### config.mk
export PLATFORM = sky130hd
export DESIGN_NAME = bert_error_integrator
export DESIGN_NICKNAME = d
export VERILOG_FILES = /design/src/rtl/bert_error_integrator.sv
export SDC_FILE = /design/constraint.sdc
export NUM_CORES = 1
export LEC_CHECK = 0
export CAP_MARGIN = 0
export CORE_MARGIN = 1.5
export CORE_UTILIZATION = 63
export CTS_CLUSTER_DIAMETER = 100
export DETAILED_ROUTE_END_ITERATION = 10
export GPL_ROUTABILITY_DRIVEN = 0
export PLACE_DENSITY = 0.89
export SKIP_LAST_GASP = 1
export SLEW_MARGIN = 25
export SYNTH_ARGS = -nofsm -noshare
export SYNTH_HDL_FRONTEND = slang
export SYNTH_SLANG_ARGS = --single-unit
### constraint.sdc
create_clock -name clk -period 16.3 [get_ports clk]
set_clock_uncertainty 0.1 [all_clocks]
set_input_delay 4.075 -clock clk [delete_from_list [all_inputs] [get_ports clk]]
set_output_delay 4.075 -clock clk [all_outputs]
set_load 0.1 [all_outputs]
### src/rtl/bert_error_integrator.sv
// ---------------------------------------------------------------------------
// bert_error_integrator
//
// Multi-lane PRBS error integrator for the front-panel BERT. A group of
// bonded receive lanes share one RX user clock. For each lane this block
// keeps a saturating error counter over a programmable integration window,
// runs a pattern-lock detector, and provides a registered snapshot readout.
// A cycle counter that is common to all lanes runs alongside the error
// counters.
//
// Ports
//   clk             RX user clock; all logic runs in this domain
//   reset           synchronous, active-high reset
//   start           pulse: clear the live counters and begin integrating
//   stop            pulse: end integration early
//   window_cycles   integration length in clk cycles (0 = run until stop)
//   prbs_err        per-lane PRBS checker error flag, one per cycle
//   lane_sel        selects which lane's snapshot error count is read out
//   rd_err_count    snapshot error count of lane_sel (1-cycle latency)
//   rd_cycles       snapshot integrated cycle count
//   rd_valid        snapshot contents are valid
//   running         integration in progress
//   done            one-cycle pulse at the end of a window
//   lane_locked     per-lane pattern lock status
//   lane_saturated  per-lane snapshot error counter is saturated
// ---------------------------------------------------------------------------
module bert_error_integrator #(
    parameter int LANES         = 2,
    parameter int COUNT_W       = 48,
    parameter int LOCK_CYCLES   = 64,
    parameter int UNLOCK_CYCLES = 16,
    localparam int SEL_W        = (LANES > 1) ? $clog2(LANES) : 1
) (
    input  logic               clk,
    input  logic               reset,
    input  logic               start,
    input  logic               stop,
    input  logic [COUNT_W-1:0] window_cycles,
    input  logic [LANES-1:0]   prbs_err,
    input  logic [SEL_W-1:0]   lane_sel,
    output logic [COUNT_W-1:0] rd_err_count,
    output logic [COUNT_W-1:0] rd_cycles,
    output logic               rd_valid,
    output logic               running,
    output logic               done,
    output logic [LANES-1:0]   lane_locked,
    output logic [LANES-1:0]   lane_saturated
);

    localparam logic [COUNT_W-1:0] CNT_MAX = '1;

    // Run-length counters only need to reach their thresholds.
    localparam int LOCK_W   = $clog2(LOCK_CYCLES + 1);
    localparam int UNLOCK_W = $clog2(UNLOCK_CYCLES + 1);
    localparam logic [LOCK_W-1:0]   LOCK_MAX   = LOCK_W'(LOCK_CYCLES);
    localparam logic [UNLOCK_W-1:0] UNLOCK_MAX = UNLOCK_W'(UNLOCK_CYCLES);

    typedef enum logic [1:0] {
        S_IDLE  = 2'd0,
        S_RUN   = 2'd1,
        S_LATCH = 2'd2
    } state_t;

    state_t state;

    logic [COUNT_W-1:0] cyc_cnt;
    logic [COUNT_W-1:0] win_len;
    logic [COUNT_W-1:0] err_cnt  [LANES];
    logic [COUNT_W-1:0] snap_err [LANES];
    logic [COUNT_W-1:0] snap_cyc;

    logic [COUNT_W-1:0] cyc_inc;
    logic               window_end;
    logic [COUNT_W-1:0] sel_err;

    logic [LOCK_W-1:0]   clean_run [LANES];
    logic [UNLOCK_W-1:0] bad_run   [LANES];

    // The window closes on the cycle whose count brings cyc_cnt up to the
    // programmed length, so that cycle is still counted. Once cyc_cnt has
    // saturated, cyc_inc wraps to zero and can never match a non-zero
    // window, which keeps an over-long window from ending spuriously.
    assign cyc_inc    = cyc_cnt + 1'b1;
    assign window_end = (win_len != '0) && (cyc_inc == win_len);

    // Integration FSM: IDLE -> RUN -> LATCH -> IDLE.
    // A start seen in RUN restarts the window in place (and beats a
    // simultaneous stop). A start seen in LATCH is ignored; if it is still
    // asserted on the following IDLE cycle it is taken from there.
    always_ff @(posedge clk) begin
        if (reset) begin
            state          <= S_IDLE;
            running        <= 1'b0;
            done           <= 1'b0;
            rd_valid       <= 1'b0;
            lane_saturated <= '0;
            cyc_cnt        <= '0;
            win_len        <= '0;
            snap_cyc       <= '0;
            for (int i = 0; i < LANES; i++) begin
                err_cnt[i]  <= '0;
                snap_err[i] <= '0;
            end
        end else begin
            done <= 1'b0;
            case (state)
                S_IDLE: begin
                    if (start) begin
                        state    <= S_RUN;
                        running  <= 1'b1;
                        rd_valid <= 1'b0;
                        cyc_cnt  <= '0;
                        win_len  <= window_cycles;
                        for (int i = 0; i < LANES; i++) begin
                            err_cnt[i] <= '0;
                        end
                    end
                end

                S_RUN: begin
                    if (start) begin
                        cyc_cnt <= '0;
                        win_len <= window_cycles;
                        for (int i = 0; i < LANES; i++) begin
                            err_cnt[i] <= '0;
                        end
                    end else begin
                        if (cyc_cnt != CNT_MAX) begin
                            cyc_cnt <= cyc_inc;
                        end
                        for (int i = 0; i < LANES; i++) begin
                            if (prbs_err[i] && (err_cnt[i] != CNT_MAX)) begin
                                err_cnt[i] <= err_cnt[i] + 1'b1;
                            end
                        end
                        if (stop || window_end) begin
                            state   <= S_LATCH;
                            running <= 1'b0;
                        end
                    end
                end

                S_LATCH: begin
                    snap_cyc <= cyc_cnt;
                    for (int i = 0; i < LANES; i++) begin
                        snap_err[i]       <= err_cnt[i];
                        lane_saturated[i] <= (err_cnt[i] == CNT_MAX);
                    end
                    done     <= 1'b1;
                    rd_valid <= 1'b1;
                    state    <= S_IDLE;
                end

                default: begin
                    state   <= S_IDLE;
                    running <= 1'b0;
                end
            endcase
        end
    end

    // Lane select mux; out-of-range selects fall through to zero.
    always_comb begin
        sel_err = '0;
        for (int i = 0; i < LANES; i++) begin
            if (lane_sel == SEL_W'(i)) begin
                sel_err = snap_err[i];
            end
        end
    end

    // Registered readout of the snapshot.
    always_ff @(posedge clk) begin
        if (reset) begin
            rd_err_count <= '0;
            rd_cycles    <= '0;
        end else begin
            rd_err_count <= sel_err;
            rd_cycles    <= snap_cyc;
        end
    end

    // Lock detector, independent of the integration FSM. Each lane tracks
    // the length of its current clean streak and current error streak; a
    // value of the opposite polarity zeroes the other streak. Lock is
    // declared on the cycle a clean streak reaches LOCK_CYCLES and dropped
    // on the cycle an error streak reaches UNLOCK_CYCLES. Both streak
    // counters hold at their threshold.
    always_ff @(posedge clk) begin
        if (reset) begin
            lane_locked <= '0;
            for (int i = 0; i < LANES; i++) begin
                clean_run[i] <= '0;
                bad_run[i]   <= '0;
            end
        end else begin
            for (int i = 0; i < LANES; i++) begin
                if (prbs_err[i]) begin
                    clean_run[i] <= '0;
                    if (bad_run[i] != UNLOCK_MAX) begin
                        bad_run[i] <= bad_run[i] + 1'b1;
                        if (bad_run[i] == (UNLOCK_MAX - 1'b1)) begin
                            lane_locked[i] <= 1'b0;
                        end
                    end
                end else begin
                    bad_run[i] <= '0;
                    if (clean_run[i] != LOCK_MAX) begin
                        clean_run[i] <= clean_run[i] + 1'b1;
                        if (clean_run[i] == (LOCK_MAX - 1'b1)) begin
                            lane_locked[i] <= 1'b1;
                        end
                    end
                end
            end
        end
    end

endmodule

==> results_tabular.tex, run 1 <==
\begin{tabular}{lr}
\hline
Metric & Value \\
\hline
\multicolumn{2}{l}{\textbf{Outcome}} \\
Result of the run & finished clean \\
\multicolumn{2}{l}{\textbf{Clock network}} \\
CTS buffer count & 46 \\
Number of buffers inserted for hold repair after clock tree synthesis & 0 \\
CTS Root Buffer Type & clkbuf\_16 \\
Number of levels the H-tree was split into & 2 \\
Clock Sink Count & 465 \\
Post-CTS resize count & 0 \\
Clock tree from TritonCTS & yes \\
Clock-pin slew of the registers on the worst-case setup and hold paths & 0.06 ns \\
Worst-case clock buffer depth & 3 \\
Latest clock arrival within the worst-skew pair & 0.56 ns \\
Buffers inserted by post-CTS timing repair & 0 \\
\multicolumn{2}{l}{\textbf{STA}} \\
Part of the cycle the worst path needs & 39.7\% \\
Number of hold violations in the final report & 0 \\
Worst Tran Pin Value & 1.10 ns \\
Final count of pins violating max slew & 0 \\
Period minus WS final & 6.48 ns \\
Summed negative setup slack over all endpoints & 0 ns \\
Achievable clock frequency & 154 MHz \\
Worst path setup slack after routing & 9.82 ns \\
Unrepaired setup endpoints after global routing & no \\
Relative max-transition margin & 26.7\% \\
Setup violation total in the final timing report & 0 \\
\multicolumn{2}{l}{\textbf{Floorplan}} \\
X dimension of the die & 183 µm \\
Initial standard-cell utilization of the core & 64.4\% \\
Die Footprint & 33600 µm² \\
Core Rows & 65 \\
Die boundary height & 183 µm \\
Placeable Area & 31800 µm² \\
Number of I/O pins & 158 \\
\multicolumn{2}{l}{\textbf{Worst setup path}} \\
Max Fanout on Critical Path & 96 \\
Startpoint Class & input pin \\
CP endpoint kind & flip-flop \\
Flop-to-flop setup slack & 11.87 ns \\
WP data arrival & 6.63 ns \\
Worst r2r dst & err\_cnt[0][85] \\
Worst endpoint required time & 16.45 ns \\
Register-to-Register Path Depth & 10 \\
Startpoint of the lowest-slack register-to-register path & err\_cnt[0][48] \\
Category of the critical setup timing path & in2reg \\
\multicolumn{2}{l}{\textbf{Worst hold path}} \\
Class of the most critical hold timing path & reg2reg \\
End of the worst hold path & snap\_cyc[40] \\
Hold Crit Start & snap\_cyc[40] \\
Worst hold stages & 1 \\
\multicolumn{2}{l}{\textbf{Synthesis}} \\
Part of the Yosys area used for sequential elements & 55.8\% \\
Commonest register cell after synthesis & dfxtp\_1 \\
Post-synth EDFFs & 211 \\
Top cell type's share of synthesized area & 31.0\% \\
Biggest area consumer among synthesized cells & edfxtp\_1 \\
Synth Register Bits & 465 \\
Mean instance size in the synthesized netlist & 10.3 µm² \\
Mapped Nets & 2063 \\
Synthesized instance count & 1995 \\
Netlist Area Pre-Place & 20500 µm² \\
Yosys warns & 0 \\
Synth area leaders & edfxtp\_1, dfxtp\_1, nor2\_1 \\
Fraction of registers with async set/reset & 0\% \\
Synth unique cells & 62 \\
\multicolumn{2}{l}{\textbf{Cells and area}} \\
Ratio of cells with drive above 1 in the final layout & 5.66\% \\
Area added between synthesis and finish & 15.8\% \\
Commonest non-fill, non-tap cell in the layout & dfxtp\_1 \\
Top library cells by usage in the layout, fill and taps aside & dfxtp\_1, nor2\_1, edfxtp\_1 \\
Antenna diodes & 0 \\
Layout net count & 2152 \\
\multicolumn{2}{l}{\textbf{GRT}} \\
Global-route wire length before repair & 75100 µm \\
Maximum number of pins on one net before global-route repair & 110 \\
Global-route total usage across every layer & 27.5\% \\
Global-route congestion overflow total & 0 \\
Antenna violations before repair & 0 \\
Via count of the first global-routing pass & 14896 \\
\multicolumn{2}{l}{\textbf{Place}} \\
Half-perimeter wire length after placement & 29300 µm \\
Setup slack after placement & 9.16 ns \\
Total of buffers placed on input and output ports & 157 \\
\multicolumn{2}{l}{\textbf{Routing}} \\
Final WL & 46500 µm \\
Drt first-iter violations & 1603 \\
First-pass iteration count of the detailed router & 5 \\
Mean routed wirelength per cell & 18.2 µm \\
Drt via density & 6.02 \\
Total number of vias & 15376 \\
Post-detailed-route count of antenna-violating nets & 0 \\
\# DRC & 0 \\
\multicolumn{2}{l}{\textbf{Power and ir drop}} \\
Largest vdd supply drop & 101 µV \\
Power Dens Cells & 106 nW/µm² \\
Leakage power & 8.60 nW \\
\multicolumn{2}{l}{\textbf{Run}} \\
Max-capacitance violation count & 0 \\
\hline
\end{tabular}
[sequential cells by signal, summed over array words and instances, names as in the netlist, 10 cells and up]
name	count
bad_run	10
clean_run	14
snap_err	96
rd_cycles	48
rd_err_count	48
cyc_cnt	48
snap_cyc	48
err_cnt	96
win_len	48
[worst max-delay path, stage by stage]
cell and delay, ns:
clkdlybuf4s50_1 0.56, inv_1 0.15, nand3b_1 0.12, buf_4 0.57, a211o_2 0.21, buf_4 0.75
nor2_1 0.15
[cell type report]
| type | instances | area, µm² |
|---|---|---|
| clock buffers | 63 | 1300 |
| inverters | 28 | 106 |
| repair buffers | 169 | 1690 |
| fillers | 2008 | 8110 |
| multi-input cells | 1374 | 8440 |
| clock inverters | 22 | 186 |
| flip-flops and latches | 465 | 11400 |
| well taps | 435 | 544 |
[metrics by stage]
stage          power, mW  cell area (µm²)  utilization, %  hold slack (ns)  instances
2_1_floorplan       1.43            20500               -            0.335       1995
3_3_place_gp        1.48            22200            69.7            0.352       2469
3_5_place_dp        1.49            22200            69.7            0.352       2469
4_1_cts             2.51            23600            74.3            0.367       2554
5_1_grt             2.58            23700            74.5            0.376       2556
6_report            2.50            23700            74.5            0.367       2556
[routing by layer]
layer | global-route usage, % | share of wire [%]
met1 | 34.6 | 39
met4 | 13.9 | 5.0
met3 | 4.15 | 6.9
met5 | 0 | 0
met2 | 46.5 | 49
[synthesized netlist by cell type, types with 6 or more instances]
cell	instances
nor2_1	255
dfxtp_1	254
edfxtp_1	211
nand2_1	170
a21oi_1	109
and2_1	99
xnor2_1	94
clkbuf_1	89
xor2_1	85
nand3_1	65
nor2b_1	56
o21ai_0	56
a22o_1	51
mux2i_1	51
nand4_1	41
and3_1	39
inv_1	28
or3_1	28
nor4_1	25
buf_2	22
nor3_1	22
and4_1	20
or4_1	17
ha_1	13
a31oi_1	12
buf_4	11
nand2b_1	7
nand3b_1	6
[logic make-up (layout without fill, tap and decap cells)]
logic type	Yosys count	after routing	synth area share (%)
xor+xnor	179	179	7.66
fa+ha+maj	13	13	0.795
flops	465	465	55.8
simple gates	871	871	22.1
buf+inv	156	282	3.20
compound gates	258	258	7.85
mux	53	53	2.60
[how the worst max path moves through the flow]
stage	to	depth (start not counted)	startpoint	slack, ns
floorplan	err_cnt[0][0]	5	start	7.55
global placement	err_cnt[0][22]	5	reset	9.24
detailed placement	err_cnt[0][24]	5	reset	9.16
CTS	err_cnt[0][22]	5	reset	9.71
global route	err_cnt[0][85]	7	start	9.72
finish	err_cnt[0][85]	7	start	9.82
[report_power, final]
group	switching (mW)	total, mW	internal (mW)
combinational	0.123	0.182	0.0586
sequential	0.0332	1.29	1.26
clock	0.439	1.03	0.591
total	0.596	2.50	1.91
Note: power is estimated with default switching activity, not from simulation.
==> run 2: changes to the inputs <==
--- a/config.mk
+++ b/config.mk
@@ -7,11 +7,11 @@
 export LEC_CHECK = 0
 export CAP_MARGIN = 0
 export CORE_MARGIN = 1.5
-export CORE_UTILIZATION = 63
+export CORE_UTILIZATION = 59
 export CTS_CLUSTER_DIAMETER = 100
 export DETAILED_ROUTE_END_ITERATION = 10
 export GPL_ROUTABILITY_DRIVEN = 0
-export PLACE_DENSITY = 0.89
+export PLACE_DENSITY = 0.84
 export SKIP_LAST_GASP = 1
 export SLEW_MARGIN = 25
 export SYNTH_ARGS = -nofsm -noshare
==> constraint.sdc (replaced) <==
create_clock -name clk -period 6.1 [get_ports clk]
set_clock_uncertainty 0.1 [all_clocks]
set_input_delay 1.525 -clock clk [delete_from_list [all_inputs] [get_ports clk]]
set_output_delay 1.525 -clock clk [all_outputs]
set_load 0.1 [all_outputs]
==> results_tabular.tex, run 2 (synthesis gave the netlist of run 1 again) <==
\begin{tabular}{lr}
\hline
Metric & Value \\
\hline
\multicolumn{2}{l}{\textbf{Outcome}} \\
Result of the run & finished clean \\
\multicolumn{2}{l}{\textbf{STA}} \\
Worst path setup slack after routing & 1.72 ns (-8.10 ns) \\
Part of the cycle the worst path needs & 71.8\% \\
Number of hold violations in the final report & 0 (unchanged) \\
Summed negative setup slack over all endpoints & 0 ns (unchanged) \\
Final count of pins violating max slew & 0 (unchanged) \\
Relative max-transition margin & 30.0\% (+3.3 points) \\
Setup violation total in the final timing report & 0 (unchanged) \\
Period minus WS final & 4.38 ns \\
Worst Tran Pin Value & 1.05 ns (-0.0487 ns) \\
Unrepaired setup endpoints after global routing & no \\
Achievable clock frequency & 228 MHz \\
\multicolumn{2}{l}{\textbf{Routing}} \\
First-pass iteration count of the detailed router & 6 (+1) \\
Drt first-iter violations & 1342 (-16\%) \\
\# DRC & 0 (unchanged) \\
Mean routed wirelength per cell & 18.5 µm (+1.8\%) \\
Post-detailed-route count of antenna-violating nets & 0 (unchanged) \\
Total number of vias & 15271 (-0.68\%) \\
Drt via density & 5.93 (-1.5\%) \\
Final WL & 47800 µm (+2.6\%) \\
\multicolumn{2}{l}{\textbf{Clock network}} \\
Clock-pin slew of the registers on the worst-case setup and hold paths & 0.06 ns (about the same) \\
Post-CTS resize count & 0 (unchanged) \\
CTS buffer count & 46 (unchanged) \\
Number of buffers inserted for hold repair after clock tree synthesis & 0 (unchanged) \\
Latest clock arrival within the worst-skew pair & 0.56 ns (about the same) \\
Clock tree from TritonCTS & yes \\
CTS Root Buffer Type & clkbuf\_16 \\
Worst-case clock buffer depth & 3 (unchanged) \\
Clock Sink Count & 465 (unchanged) \\
Buffers inserted by post-CTS timing repair & 0 (unchanged) \\
Number of levels the H-tree was split into & 2 (unchanged) \\
\multicolumn{2}{l}{\textbf{Power and ir drop}} \\
Sequential cell fraction of total power & 49.8\% (-1.7 points) \\
Largest vdd supply drop & 248 µV (+150\%) \\
Power Dens Cells & 290 nW/µm² (+170\%) \\
Fraction of power consumed by combinational cells & 7.1\% (-0.2 points) \\
Clock power frac & 43.1\% (+1.9 points) \\
Sw Pwr & 1.62 mW (+170\%) \\
Leakage power & 8.65 nW (+0.63\%) \\
Switching portion of total power & 23.4\% (-0.37 points) \\
Internal power contribution & 5.30 mW (+180\%) \\
PnR Total Power & 6.92 mW (+180\%) \\
\multicolumn{2}{l}{\textbf{Worst setup path}} \\
Worst endpoint required time & 6.26 ns (-10.19 ns) \\
Startpoint of the lowest-slack register-to-register path & err\_cnt[0][0] \\
Critical-path top delay cell & buf\_4 \\
Category of the critical setup timing path & reg2reg \\
Flop-to-flop setup slack & 1.72 ns (-10.15 ns) \\
List of cells traversed by the critical path & ha\_1, nand2\_1, nor4\_2, and3\_1, nor2b\_1, nand2b\_1, nor2\_1, a21bo\_1, a211o\_2, buf\_4, nor2\_1 \\
Register-to-Register Path Depth & 11 (+1) \\
WP data arrival & 4.54 ns (-2.09 ns) \\
Max Fanout on Critical Path & 96 (unchanged) \\
Critical path's most frequent cell & nor2\_1 \\
Startpoint Class & flip-flop \\
CP endpoint kind & flip-flop \\
Worst r2r dst & err\_cnt[0][74] \\
Longest individual stage delay on the worst path & 0.75 ns (about the same) \\
\multicolumn{2}{l}{\textbf{GRT}} \\
Antenna violations before repair & 0 (unchanged) \\
Via count of the first global-routing pass & 15218 (+2.2\%) \\
Global-route congestion overflow total & 0 (unchanged) \\
Global-route wire length before repair & 77100 µm (+2.7\%) \\
Maximum number of pins on one net before global-route repair & 110 (unchanged) \\
Global-route total usage across every layer & 26.7\% (-0.88 points) \\
\multicolumn{2}{l}{\textbf{Run}} \\
Max-capacitance violation count & 0 (unchanged) \\
\multicolumn{2}{l}{\textbf{Floorplan}} \\
Die Footprint & 35800 µm² (+6.7\%) \\
Number of I/O pins & 158 (unchanged) \\
Placeable Area & 34400 µm² (+8.1\%) \\
X dimension of the die & 189 µm (+3.3\%) \\
Die boundary height & 189 µm (+3.3\%) \\
Core Rows & 68 (+4.6\%) \\
Initial standard-cell utilization of the core & 59.5\% (-4.8 points) \\
\multicolumn{2}{l}{\textbf{Place}} \\
Total of buffers placed on input and output ports & 157 (unchanged) \\
Half-perimeter wire length after placement & 30800 µm (+5.0\%) \\
Setup slack after placement & 1.72 ns (-7.44 ns) \\
\multicolumn{2}{l}{\textbf{Cells and area}} \\
Top library cells by usage in the layout, fill and taps aside & dfxtp\_1, nor2\_1, edfxtp\_1 \\
Layout net count & 2153 (+0.046\%) \\
Largest registers & err\_cnt x96, snap\_err x96 \\
Commonest non-fill, non-tap cell in the layout & dfxtp\_1 \\
Ratio of cells with drive above 1 in the final layout & 5.80\% (+0.14 points) \\
Antenna diodes & 0 (unchanged) \\
Area added between synthesis and finish & 16.5\% \\
\multicolumn{2}{l}{\textbf{Worst hold path}} \\
Hold Crit Start & snap\_cyc[18] \\
End of the worst hold path & snap\_cyc[18] \\
Class of the most critical hold timing path & reg2reg \\
Worst hold stages & 1 (unchanged) \\
\hline
\end{tabular}
[run 2: changes by cell type in the layout (fill, tap and decap cells not counted), moves of 2 or more]
cell,previous run,this run
buf_4,8,13
clkbuf_16,46,50
inv_6,3,0
bufinv_16,2,4
clkbuf_8,8,10
clkinv_1,4,1
clkinv_2,10,7
buf_6,3,1
[run 2: cell type report]
class                           instances  area, µm²
Multi-Input combinational cell       1374       8440
Tap cell                              455        569
Clock buffer                           68       1420
Fill cell                            2446      10500
Timing Repair Buffer                  170       1670
Clock inverter                         16        209
Inverter                               28        106
Sequential cell                       465      11400
[run 2: stage by stage]
step / instance area (µm²) / hold WS (ns) / cells / utilization [%]
final: 23800 / 0.366 / 2576 / 69.3
after global routing: 23800 / 0.382 / 2576 / 69.3
after CTS: 23800 / 0.367 / 2576 / 69.3
after detailed placement: 22200 / 0.353 / 2492 / 64.6
after global placement: 22200 / 0.351 / 2492 / 64.6
after floorplan: 20500 / 0.335 / 1995 / -
[run 2: worst max path at each step]
stage,from,to,slack (ns),depth (start not counted)
finish,err_cnt[0][0],err_cnt[0][74],1.72,11
detailed placement,start,cyc_cnt[3],1.72,6
CTS,err_cnt[0][49],err_cnt[0][74],1.69,10
floorplan,start,err_cnt[0][0],-0.1,5
global route,err_cnt[0][48],err_cnt[0][74],1.41,10
global placement,start,cyc_cnt[25],1.73,6
[run 2: power groups by stage]
stage	registers [mW]	clock network (mW)	logic, mW
after floorplan	3.60	0	0.225
after global placement	3.50	0	0.473
after detailed placement	3.51	0	0.481
after CTS	3.44	3.02	0.487
after global routing	3.46	3.14	0.521
final	3.45	2.98	0.490
[run 2: routing by layer]
metal  vias to the layer above  global-route usage (%)  part of all wire, %
met5                         -                       0                    0
met4                         0                    12.9                  4.1
met2                       617                    46.7                   50
met1                      7366                    32.1                   39
met3                       132                    4.10                  6.7
li1                       7156                       -                    -
[run 2: worst max-delay path: cells and delay by family (launching register included)]
kind	cells	cell delay [ns]
buffers and inverters	1	0.75
adders and majority gates	1	0.29
and+or+nand+nor	7	2.14
AOI/OAI and AO/OA	2	0.35
DFF	1	0.41
==> run 3: changes to the inputs <==
--- a/config.mk
+++ b/config.mk
@@ -7,11 +7,11 @@
 export LEC_CHECK = 0
 export CAP_MARGIN = 0
 export CORE_MARGIN = 1.5
-export CORE_UTILIZATION = 59
+export CORE_UTILIZATION = 53
 export CTS_CLUSTER_DIAMETER = 100
 export DETAILED_ROUTE_END_ITERATION = 10
 export GPL_ROUTABILITY_DRIVEN = 0
-export PLACE_DENSITY = 0.84
+export PLACE_DENSITY = 0.8
 export SKIP_LAST_GASP = 1
 export SLEW_MARGIN = 25
 export SYNTH_ARGS = -nofsm -noshare
==> constraint.sdc (replaced) <==
create_clock -name clk -period 3.9 [get_ports clk]
set_clock_uncertainty 0.1 [all_clocks]
set_input_delay 0.975 -clock clk [delete_from_list [all_inputs] [get_ports clk]]
set_output_delay 0.975 -clock clk [all_outputs]
set_load 0.1 [all_outputs]
==> results_tabular.tex, run 3 (synthesis gave the netlist of run 1 again) <==
\begin{tabular}{lr}
\hline
Metric & Value \\
\hline
\multicolumn{2}{l}{\textbf{Cells and area}} \\
Commonest non-fill, non-tap cell in the layout & dfxtp\_1 \\
Reg area & 11400 µm² (unchanged) \\
Top library cells by usage in the layout, fill and taps aside & dfxtp\_1, nor2\_1, edfxtp\_1 \\
Antenna diodes & 0 (unchanged) \\
Layout net count & 2173 (+0.93\%) \\
Footprint of the multi-input gates & 8440 µm² (about the same) \\
Largest registers & err\_cnt x96, snap\_err x96 \\
Ratio of cells with drive above 1 in the final layout & 6.81\% (+1.0 points) \\
Number of filler instances in the final layout & 2978 (+22\%) \\
Utilization after layout & 63.5\% (-5.8 points) \\
Area added between synthesis and finish & 17.4\% \\
\multicolumn{2}{l}{\textbf{Worst setup path}} \\
Beginning of the critical path & cyc\_cnt[1] \\
Startpoint Class & flip-flop \\
Category of the critical setup timing path & reg2reg \\
Startpoint of the lowest-slack register-to-register path & cyc\_cnt[1] \\
Flop-to-flop setup slack & 0.30 ns (-1.42 ns) \\
WP data arrival & 3.96 ns (-0.58 ns) \\
Worst endpoint required time & 4.26 ns (-2.00 ns) \\
Setup crit end & state[0] \\
Register-to-Register Path Depth & 10 (-1) \\
Max Fanout on Critical Path & 11 (-89\%) \\
CP endpoint kind & flip-flop \\
Worst r2r dst & state[0] \\
\multicolumn{2}{l}{\textbf{STA}} \\
Smallest hold slack & 0.367 ns (+0.00100 ns) \\
Achievable clock frequency & 278 MHz (+22\%) \\
Unrepaired setup endpoints after global routing & no \\
Setup violation total in the final timing report & 0 (unchanged) \\
Worst Tran Pin Value & 1.01 ns (-0.0408 ns) \\
Part of the cycle the worst path needs & 92.3\% (+20 points) \\
Number of hold violations in the final report & 0 (unchanged) \\
Final count of pins violating max slew & 0 (unchanged) \\
Period minus WS final & 3.60 ns (-0.781 ns) \\
Summed negative setup slack over all endpoints & 0 ns (unchanged) \\
Relative max-transition margin & 32.7\% (+2.7 points) \\
\multicolumn{2}{l}{\textbf{Power and ir drop}} \\
Sw Pwr & 2.55 mW (+57\%) \\
Switching portion of total power & 23.8\% (+0.39 points) \\
Sequential cell fraction of total power & 50.3\% (+0.5 points) \\
Power Dens Cells & 446 nW/µm² (+54\%) \\
Fraction of power consumed by combinational cells & 7.2\% (about the same) \\
Largest vdd supply drop & 430 µV (+74\%) \\
Leakage power & 8.75 nW (+1.2\%) \\
Clock power frac & 42.5\% (-0.6 points) \\
PnR Total Power & 10.7 mW (+55\%) \\
Internal power contribution & 8.16 mW (+54\%) \\
\multicolumn{2}{l}{\textbf{Routing}} \\
Drt via density & 5.67 (-4.4\%) \\
Final WL & 47600 µm (-0.25\%) \\
Total number of vias & 15054 (-1.4\%) \\
\# DRC & 0 (unchanged) \\
Post-detailed-route count of antenna-violating nets & 0 (unchanged) \\
Drt first-iter violations & 1336 (-0.45\%) \\
First-pass iteration count of the detailed router & 5 (-1) \\
Mean routed wirelength per cell & 17.9 µm (-3.2\%) \\
\multicolumn{2}{l}{\textbf{Clock network}} \\
CTS buffer count & 47 (+2.2\%) \\
CTS Root Buffer Type & clkbuf\_16 \\
Latest clock arrival within the worst-skew pair & 0.57 ns (about the same) \\
Number of levels the H-tree was split into & 2 (unchanged) \\
Clock-pin slew of the registers on the worst-case setup and hold paths & 0.06 ns (about the same) \\
Clock Sink Count & 465 (unchanged) \\
Clock tree from TritonCTS & yes \\
Worst-case clock buffer depth & 3 (unchanged) \\
\multicolumn{2}{l}{\textbf{Floorplan}} \\
Die boundary height & 199 µm (+5.4\%) \\
Initial standard-cell utilization of the core & 54.1\% (-5.5 points) \\
X dimension of the die & 199 µm (+5.4\%) \\
Number of I/O pins & 158 (unchanged) \\
Core Rows & 71 (+4.4\%) \\
Die Footprint & 39800 µm² (+11\%) \\
Placeable Area & 37800 µm² (+10\%) \\
\multicolumn{2}{l}{\textbf{Place}} \\
Total of buffers placed on input and output ports & 157 (unchanged) \\
Half-perimeter wire length after placement & 31500 µm (+2.3\%) \\
\multicolumn{2}{l}{\textbf{GRT}} \\
Antenna violations before repair & 0 (unchanged) \\
Via count of the first global-routing pass & 14888 (-2.2\%) \\
Global-route wire length before repair & 76300 µm (-1.1\%) \\
Global-route congestion overflow total & 0 (unchanged) \\
Global-route total usage across every layer & 24.0\% (-2.6 points) \\
Maximum number of pins on one net before global-route repair & 97 (-12\%) \\
\multicolumn{2}{l}{\textbf{Run}} \\
Max-capacitance violation count & 0 (unchanged) \\
\multicolumn{2}{l}{\textbf{Worst hold path}} \\
Class of the most critical hold timing path & reg2reg \\
\multicolumn{2}{l}{\textbf{Outcome}} \\
Result of the run & finished clean \\
\hline
\end{tabular}
## run 3: worst min-delay path by stage
stage | start | endpoint | slack (ns) | cells after the start
after floorplan | snap_cyc[0] | snap_cyc[0] | 0.33 | 1
after global placement | snap_cyc[33] | snap_cyc[33] | 0.35 | 1
after detailed placement | snap_cyc[19] | snap_cyc[19] | 0.35 | 1
after CTS | snap_cyc[19] | snap_cyc[19] | 0.37 | 1
after global routing | snap_cyc[15] | snap_cyc[15] | 0.38 | 1
final | snap_cyc[25] | snap_cyc[25] | 0.37 | 1
## run 3: per-stage QoR
step                instance area (µm²)  std cells  setup slack (ns)
finish                            24000       2655             0.302
global route                      24000       2655            0.0159
CTS                               24000       2655             0.341
detailed placement                22400       2567             0.354
global placement                  22400       2567             0.494
floorplan                         20500       1995             0.136
## run 3: what timing repair did
| action | in CTS | in global routing |
|---|---|---|
| setup buffers | 0 | 0 |
| hold buffers | 0 | 0 |
| resized for setup | 0 | 1 |
| endpoints found under the setup margin | 0 | 2 |
## run 3: cell type report
cell class | count | area share [%]
clock inverters | 16 | 0.693
flip-flops and latches | 465 | 47.5
clock buffers | 72 | 5.91
inverters | 28 | 0.443
repair buffers | 189 | 7.65
multi-input cells | 1374 | 35.1
well taps | 511 | 2.66
## run 3: per-layer routing
metal	global-route usage [%]	wire length [µm]	vias to the layer above
met2	41.3	23200	542
met3	3.76	2740	129
met4	9.75	1790	0
li1	-	-	7199
met5	0	0	-
met1	30.2	19900	7184
## run 3: critical path, cell delays in order, from the launching register on
cell,delay (ns)
dfxtp_1,0.47
ha_1,0.32
nand3_2,0.27
nor3_1,0.49
xnor2_1,0.19
a2111oi_2,0.22
nand4_1,0.11
or4_1,0.50
nor4_1,0.32
nand4_1,0.24
a22o_1,0.24
## run 3: power groups by stage
stage	clock network [mW]	registers [mW]	logic (mW)
3_3_place_gp	0	5.48	0.752
2_1_floorplan	0	5.63	0.354
3_5_place_dp	0	5.49	0.763
6_report	4.56	5.39	0.771
5_1_grt	4.82	5.40	0.824
4_1_cts	4.61	5.38	0.769
